<file path="config.mk">
export PLATFORM = sky130hd
export DESIGN_NAME = pipe_control_unit
export DESIGN_NICKNAME = d
export VERILOG_FILES = /design/src/rtl/pipe_control_unit.sv
export SDC_FILE = /design/constraint.sdc
export NUM_CORES = 1
export LEC_CHECK = 0
export CAP_MARGIN = 10
export CORE_ASPECT_RATIO = 1.25
export CORE_MARGIN = 3
export CORE_UTILIZATION = 49
export DETAILED_ROUTE_END_ITERATION = 10
export GPL_TIMING_DRIVEN = 0
export PLACE_DENSITY_LB_ADDON = 0.3
export SYNTH_ARGS = -nofsm -noshare
export SYNTH_HDL_FRONTEND = slang
export SYNTH_SLANG_ARGS = --single-unit
</file>
<file path="constraint.sdc">
create_clock -name clk_i -period 5.35 [get_ports clk_i]
set_input_delay 0.8025 -clock clk_i [delete_from_list [all_inputs] [get_ports clk_i]]
set_output_delay 0.8025 -clock clk_i [all_outputs]
set_load 0.02 [all_outputs]
</file>
<file path="src/rtl/pipe_control_unit.sv">
// pipe_control_unit: pipelined main decoder with load-use stall, flush and EX forwarding selects.
module pipe_control_unit #(
  parameter int REG_ADDR_W = 5,
  parameter int ALUOP_W    = 2,
  parameter int FWD_EN     = 1
) (
  input  logic                  clk_i,
  input  logic                  rst_i,
  input  logic                  valid_i,
  input  logic [5:0]            Op_i,
  input  logic [REG_ADDR_W-1:0] Rs_i,
  input  logic [REG_ADDR_W-1:0] Rt_i,
  input  logic [REG_ADDR_W-1:0] Rd_i,
  input  logic                  flush_i,
  output logic                  Branch_o,
  output logic                  Jump_o,
  output logic                  stall_o,
  output logic                  PCWrite_o,
  output logic                  IFIDWrite_o,
  output logic                  ex_ALUSrc_o,
  output logic [ALUOP_W-1:0]    ex_ALUOp_o,
  output logic [REG_ADDR_W-1:0] ex_WriteReg_o,
  output logic                  ex_illegal_o,
  output logic [1:0]            forwardA_o,
  output logic [1:0]            forwardB_o,
  output logic                  mem_MemRead_o,
  output logic                  mem_MemWrite_o,
  output logic [REG_ADDR_W-1:0] mem_WriteReg_o,
  output logic                  mem_RegWrite_o,
  output logic                  wb_RegWrite_o,
  output logic                  wb_MemtoReg_o,
  output logic [REG_ADDR_W-1:0] wb_WriteReg_o
);
  typedef struct packed {
    logic                  alu_src;
    logic [ALUOP_W-1:0]    alu_op;
    logic [REG_ADDR_W-1:0] write_reg;
    logic                  illegal;
    logic                  mem_read;
    logic                  mem_write;
    logic                  reg_write;
    logic                  mem_to_reg;
    logic [REG_ADDR_W-1:0] rs;
    logic [REG_ADDR_W-1:0] rt;
  } idex_t;
  typedef struct packed {
    logic                  mem_read;
    logic                  mem_write;
    logic                  reg_write;
    logic                  mem_to_reg;
    logic [REG_ADDR_W-1:0] write_reg;
  } exmem_t;
  typedef struct packed {
    logic                  reg_write;
    logic                  mem_to_reg;
    logic [REG_ADDR_W-1:0] write_reg;
  } memwb_t;
  idex_t  id_ctl, idex_d, idex_q;
  exmem_t exmem_d, exmem_q;
  memwb_t memwb_d, memwb_q;
  logic [9:0] ctl;
  logic illegal, rt_used, hazard;
  // ctl = {RegDst, ALUSrc, MemtoReg, RegWrite, MemRead, MemWrite, Branch, Jump, ALUOp[1:0]}
  always_comb begin
    ctl = '0;
    illegal = 1'b0;
    if (valid_i)
      case (Op_i)
        6'b000000: ctl = 10'b1001000010;
        6'b001000: ctl = 10'b0101000000;
        6'b100011: ctl = 10'b0111100000;
        6'b101011: ctl = 10'b0100010000;
        6'b000100: ctl = 10'b0000001001;
        6'b000010: ctl = 10'b0000000100;
        default:   illegal = 1'b1;
      endcase
  end
  always_comb begin
    id_ctl = '0;
    id_ctl.alu_src = ctl[8];
    id_ctl.alu_op = ALUOP_W'(ctl[1:0]);
    id_ctl.write_reg = valid_i ? (ctl[9] ? Rd_i : Rt_i) : '0;
    id_ctl.illegal = illegal;
    id_ctl.mem_read = ctl[5];
    id_ctl.mem_write = ctl[4];
    id_ctl.reg_write = ctl[6] & (id_ctl.write_reg != '0);
    id_ctl.mem_to_reg = ctl[7];
    id_ctl.rs = valid_i ? Rs_i : '0;
    id_ctl.rt = valid_i ? Rt_i : '0;
  end
  assign rt_used = (Op_i == 6'b000000) | (Op_i == 6'b101011) | (Op_i == 6'b000100);
  assign hazard = valid_i & idex_q.mem_read & (idex_q.write_reg != '0) &
                  ((idex_q.write_reg == Rs_i) | (rt_used & (idex_q.write_reg == Rt_i)));
  assign stall_o = hazard & ~flush_i;
  assign PCWrite_o = ~stall_o;
  assign IFIDWrite_o = ~stall_o;
  assign Branch_o = ctl[3] & ~flush_i;
  assign Jump_o = ctl[2] & ~flush_i;
  always_comb begin
    idex_d = (flush_i | stall_o) ? '0 : id_ctl;
    exmem_d = {idex_q.mem_read, idex_q.mem_write, idex_q.reg_write, idex_q.mem_to_reg, idex_q.write_reg};
    memwb_d = {exmem_q.reg_write, exmem_q.mem_to_reg, exmem_q.write_reg};
  end
  always_ff @(posedge clk_i) begin
    idex_q <= rst_i ? '0 : idex_d;
    exmem_q <= rst_i ? '0 : exmem_d;
    memwb_q <= rst_i ? '0 : memwb_d;
  end
  // MEM holds the younger producer, so it outranks WB
  function automatic logic [1:0] fwd_sel(input logic [REG_ADDR_W-1:0] r);
    return (FWD_EN == 0) ? 2'b00 :
           (exmem_q.reg_write && exmem_q.write_reg == r) ? 2'b10 :
           (memwb_q.reg_write && memwb_q.write_reg == r) ? 2'b01 : 2'b00;
  endfunction
  assign forwardA_o = fwd_sel(idex_q.rs);
  assign forwardB_o = fwd_sel(idex_q.rt);
  assign ex_ALUSrc_o = idex_q.alu_src;
  assign ex_ALUOp_o = idex_q.alu_op;
  assign ex_WriteReg_o = idex_q.write_reg;
  assign ex_illegal_o = idex_q.illegal;
  assign mem_MemRead_o = exmem_q.mem_read;
  assign mem_MemWrite_o = exmem_q.mem_write;
  assign mem_WriteReg_o = exmem_q.write_reg;
  assign mem_RegWrite_o = exmem_q.reg_write;
  assign wb_RegWrite_o = memwb_q.reg_write;
  assign wb_MemtoReg_o = memwb_q.mem_to_reg;
  assign wb_WriteReg_o = memwb_q.write_reg;
endmodule

</file>
==> qor.json <==
{
  "num_clock_sinks": 37,
  "worstHoldPathCells": 1,
  "ir_drop_mv": 0.174,
  "achievable-frequency_mhz": 251,
  "cts-root-buf": "sky130_fd_sc_hd__clkbuf_8",
  "tightestPinTransition_ns": 0.678,
  "grt_pass1_wl_um": 6270,
  "rsz0062_at_grt": "false",
  "yosys_warnings": 0,
  "worst_hold_path_type": "flip-flop to flip-flop",
  "synth_area_leaders": "sky130_fd_sc_hd__dfxtp_1 (42%), sky130_fd_sc_hd__xor2_1 (11%), sky130_fd_sc_hd__nor3b_2 (7.2%)",
  "cpPeakStageDelay_ns": 0.52,
  "setup.worst_path.class": "primary input to output pin",
  "min_period_ns": 3.98,
  "num_vias": 1428,
  "via_per_instance_ratio": 5.19,
  "maxCapViolations": 0,
  "synth_cell_type_count": 32,
  "synth.avg_cell_area_sq_um": 10.0,
  "placement_rows": 23,
  "drt_first_iter_violations": 45,
  "fp.dieW_um": 59.4,
  "arrival_ns": 3.18,
  "design.portCount": 58,
  "hold_path_end": "mem_MemWrite_o",
  "cts_buffers": 5,
  "min_period_over_period_pct": 74.4,
  "gp_congestion": 0.802,
  "hpwl_um": 2940,
  "report.final.hold_viol_count": 0,
  "relSlewSlack_pct": 54.2,
  "drc_violations_left": 0,
  "grt_antenna_before_repair": 0,
  "cellLeakagePower_nw": 1.01,
  "die_height_um": 72.7,
  "insertion_delay_ns": 0.28,
  "run_status": "complete, no violations",
  "nNetsFinal": 262,
  "hold_path.startpoint": "exmem_d[7]",
  "wirelength_um": 3880,
  "detailed_place.area_sq_mm": 0.00235,
  "cts.repair.resized": 0,
  "postSynthCellCount": 174,
  "reg2reg_from": "ex_WriteReg_o[1]",
  "h-tree-depth": 2,
  "postRouteAntennaNets": 0,
  "area_of_the_mapped_netlist_sq_mm": 0.00175,
  "seq_area_frac_synth_pct": 42.4,
  "grt_use_total_pct": 19.5,
  "crit-reg2reg-capture": "ex_WriteReg_o[0]",
  "setup.reg_to_reg.worst_slack_ns": 3.30,
  "worst_setup_path_start_kind": "primary input",
  "grt_overflow_total": 0,
  "syn_nets": 199,
  "drive_above_1_share_pct": 12.6,
  "coreArea_sq_mm": 0.00331,
  "final_design_area_no_fill_sq_mm": 0.00243,
  "netlist.area_leader.share_pct": 42.4,
  "final_core_utilization_pct": 73.6,
  "routedWlPerCell_um": 14.1,
  "setup_violations": 0,
  "cp_cell_sequence": "clkdlybuf4s50_1 > or3_1 > o22ai_1 > and4b_1 > buf_6 > buf_6 > o21ai_0 > buf_4 > clkdlybuf4s50_1",
  "path_clk_slew_ns": 0.07,
  "post-cts-setup-buffer-count": 0,
  "timing.critical_path.fanout_max": 10,
  "critPathSlowestCell": "sky130_fd_sc_hd__clkdlybuf4s50_1",
  "via_count_of_the_first_global_routing_pass": 1379,
  "port-buffer-count": 56,
  "postCtsHoldBufs": 0,
  "tns_ns": 0,
  "synth_top_area_cell": "sky130_fd_sc_hd__dfxtp_1",
  "required_time_at_the_endpoint_of_the_critical_path_ns": 4.55,
  "clock-skew-final_ns": 0.00375,
  "initial_core_util_pct": 52.7,
  "synthToLayoutAreaGrowth_pct": 39.5,
  "power.density_mw_per_mm2": 219,
  "dr.pass1.iters": 5,
  "cts_buffer_depth": 2,
  "grt_max_degree": 12,
  "fp.dieArea_sq_mm": 0.00432,
  "antenna_diode_instance_count": 0,
  "worstRegToRegCells": 5,
  "worst_setup_path_end_kind": "output pin",
  "report.final.slew_viol_count": 0,
  "tritoncts": "built",
  "synth_seq_cells": 37
}
==> power breakdown <==
group | switching, mW | total (mW) | leakage (nW) | internal (mW)
Sequential | 0.00497 | 0.285 | 0.300 | 0.280
Clock | 0.0930 | 0.183 | 0.0450 | 0.0902
Combinational | 0.0292 | 0.0657 | 0.670 | 0.0365
==> worst max path at each step <==
stage | start | end | slack [ns] | depth (start not counted)
2_1_floorplan | Op_i[3] | PCWrite_o | 2.20 | 7
3_3_place_gp | Op_i[1] | PCWrite_o | 1.38 | 9
3_5_place_dp | Op_i[1] | PCWrite_o | 1.35 | 9
4_1_cts | Op_i[1] | PCWrite_o | 1.35 | 9
5_1_grt | Op_i[1] | PCWrite_o | 1.26 | 9
6_report | Op_i[1] | PCWrite_o | 1.37 | 9
==> per-stage QoR <==
| stage | hold WS (ns) | instances | power [mW] | setup WS (ns) |
|---|---|---|---|---|
| after floorplan | 0.414 | 174 | 0.322 | 2.20 |
| after global placement | 0.419 | 267 | 0.355 | 1.38 |
| after detailed placement | 0.430 | 267 | 0.356 | 1.35 |
| after CTS | 0.448 | 275 | 0.538 | 1.35 |
| after global routing | 0.455 | 275 | 0.555 | 1.26 |
| final | 0.446 | 275 | 0.534 | 1.37 |
==> sequential cells by signal, summed over array words and instances (netlist names) <==
signal	count
ex_ALUOp_o	2
ex_ALUSrc_o	1
ex_WriteReg_o	5
ex_illegal_o	1
exmem_d	3
idex_q	10
mem_MemRead_o	1
mem_MemWrite_o	1
mem_RegWrite_o	1
mem_WriteReg_o	5
wb_MemtoReg_o	1
wb_RegWrite_o	1
wb_WriteReg_o	5
==> routing by layer <==
| layer | vias up | wire length, um | part of all wire [%] | track usage, % |
|---|---|---|---|---|
| met4 | 0 | 44 | 1.1 | 6.80 |
| met2 | 54 | 2010 | 52 | 34.0 |
| met1 | 653 | 1580 | 41 | 21.9 |
| li1 | 715 | - | - | - |
| met3 | 6 | 241 | 6.2 | 5.84 |
| met5 | - | 0 | 0 | 0 |
==> cells in the mapped netlist (all sizes together) <==
library cell / number
a21boi: 1
a2bb2oi: 1
and3: 2
and4b: 1
buf: 12
clkbuf: 3
dfxtp: 37
maj3: 1
mux2i: 5
nand2: 7
nand2b: 1
nand3: 3
nand3b: 1
nor2: 8
nor2b: 17
nor3: 12
nor3b: 12
nor4: 8
nor4b: 2
o21a: 1
o21ai: 2
o22ai: 2
o32a: 1
o41ai: 1
or3: 1
or4: 2
xnor2: 8
xor2: 22
==> cell usage in the layout (no fill, tap or decap), types with 3 or more instances in the layout <==
| master | synthesis | layout |
|---|---|---|
| sky130_fd_sc_hd__clkdlybuf4s50_1 | 0 | 56 |
| sky130_fd_sc_hd__dfxtp_1 | 37 | 37 |
| sky130_fd_sc_hd__xor2_1 | 22 | 22 |
| sky130_fd_sc_hd__nor2b_1 | 17 | 17 |
| sky130_fd_sc_hd__nor3_1 | 12 | 12 |
| sky130_fd_sc_hd__nor3b_2 | 10 | 10 |
| sky130_fd_sc_hd__nor4_1 | 8 | 8 |
| sky130_fd_sc_hd__xnor2_1 | 8 | 8 |
| sky130_fd_sc_hd__nor2_1 | 8 | 8 |
| sky130_fd_sc_hd__buf_4 | 8 | 8 |
| sky130_fd_sc_hd__nand2_1 | 7 | 7 |
| sky130_fd_sc_hd__mux2i_1 | 5 | 5 |
| sky130_fd_sc_hd__clkbuf_8 | 0 | 5 |
| sky130_fd_sc_hd__clkbuf_1 | 3 | 4 |
| sky130_fd_sc_hd__nand3_1 | 3 | 3 |
| sky130_fd_sc_hd__buf_6 | 3 | 3 |
==> cells by family (layout without fill, tap and decap cells) <==
kind of cell / count (synthesis) / after routing / share of synthesized area (%)
mux: 5 / 5 / 2.87
fa+ha+maj: 1 / 1 / 0.573
compound gates: 9 / 9 / 3.94
flops: 37 / 37 / 42.4
buf+inv: 15 / 79 / 6.31
simple gates: 77 / 77 / 28.8
xor+xnor: 30 / 30 / 15.1
==> worst max-delay path, delay by kind of cell <==
family	cells	cell delay (ns)
and+or+nand+nor	2	0.64
buffers and inverters	5	1.44
AOI/OAI and AO/OA	2	0.28
==> layout make-up <==
type,instances,area [sq um]
multi-input cells,122,895
clock buffers,6,72.6
clock inverters,2,10.0
flip-flops and latches,37,741
plain buffers,15,110
well taps,37,46.3
fillers,257,875
repair buffers,56,561
(Power assumes the default switching activity.)
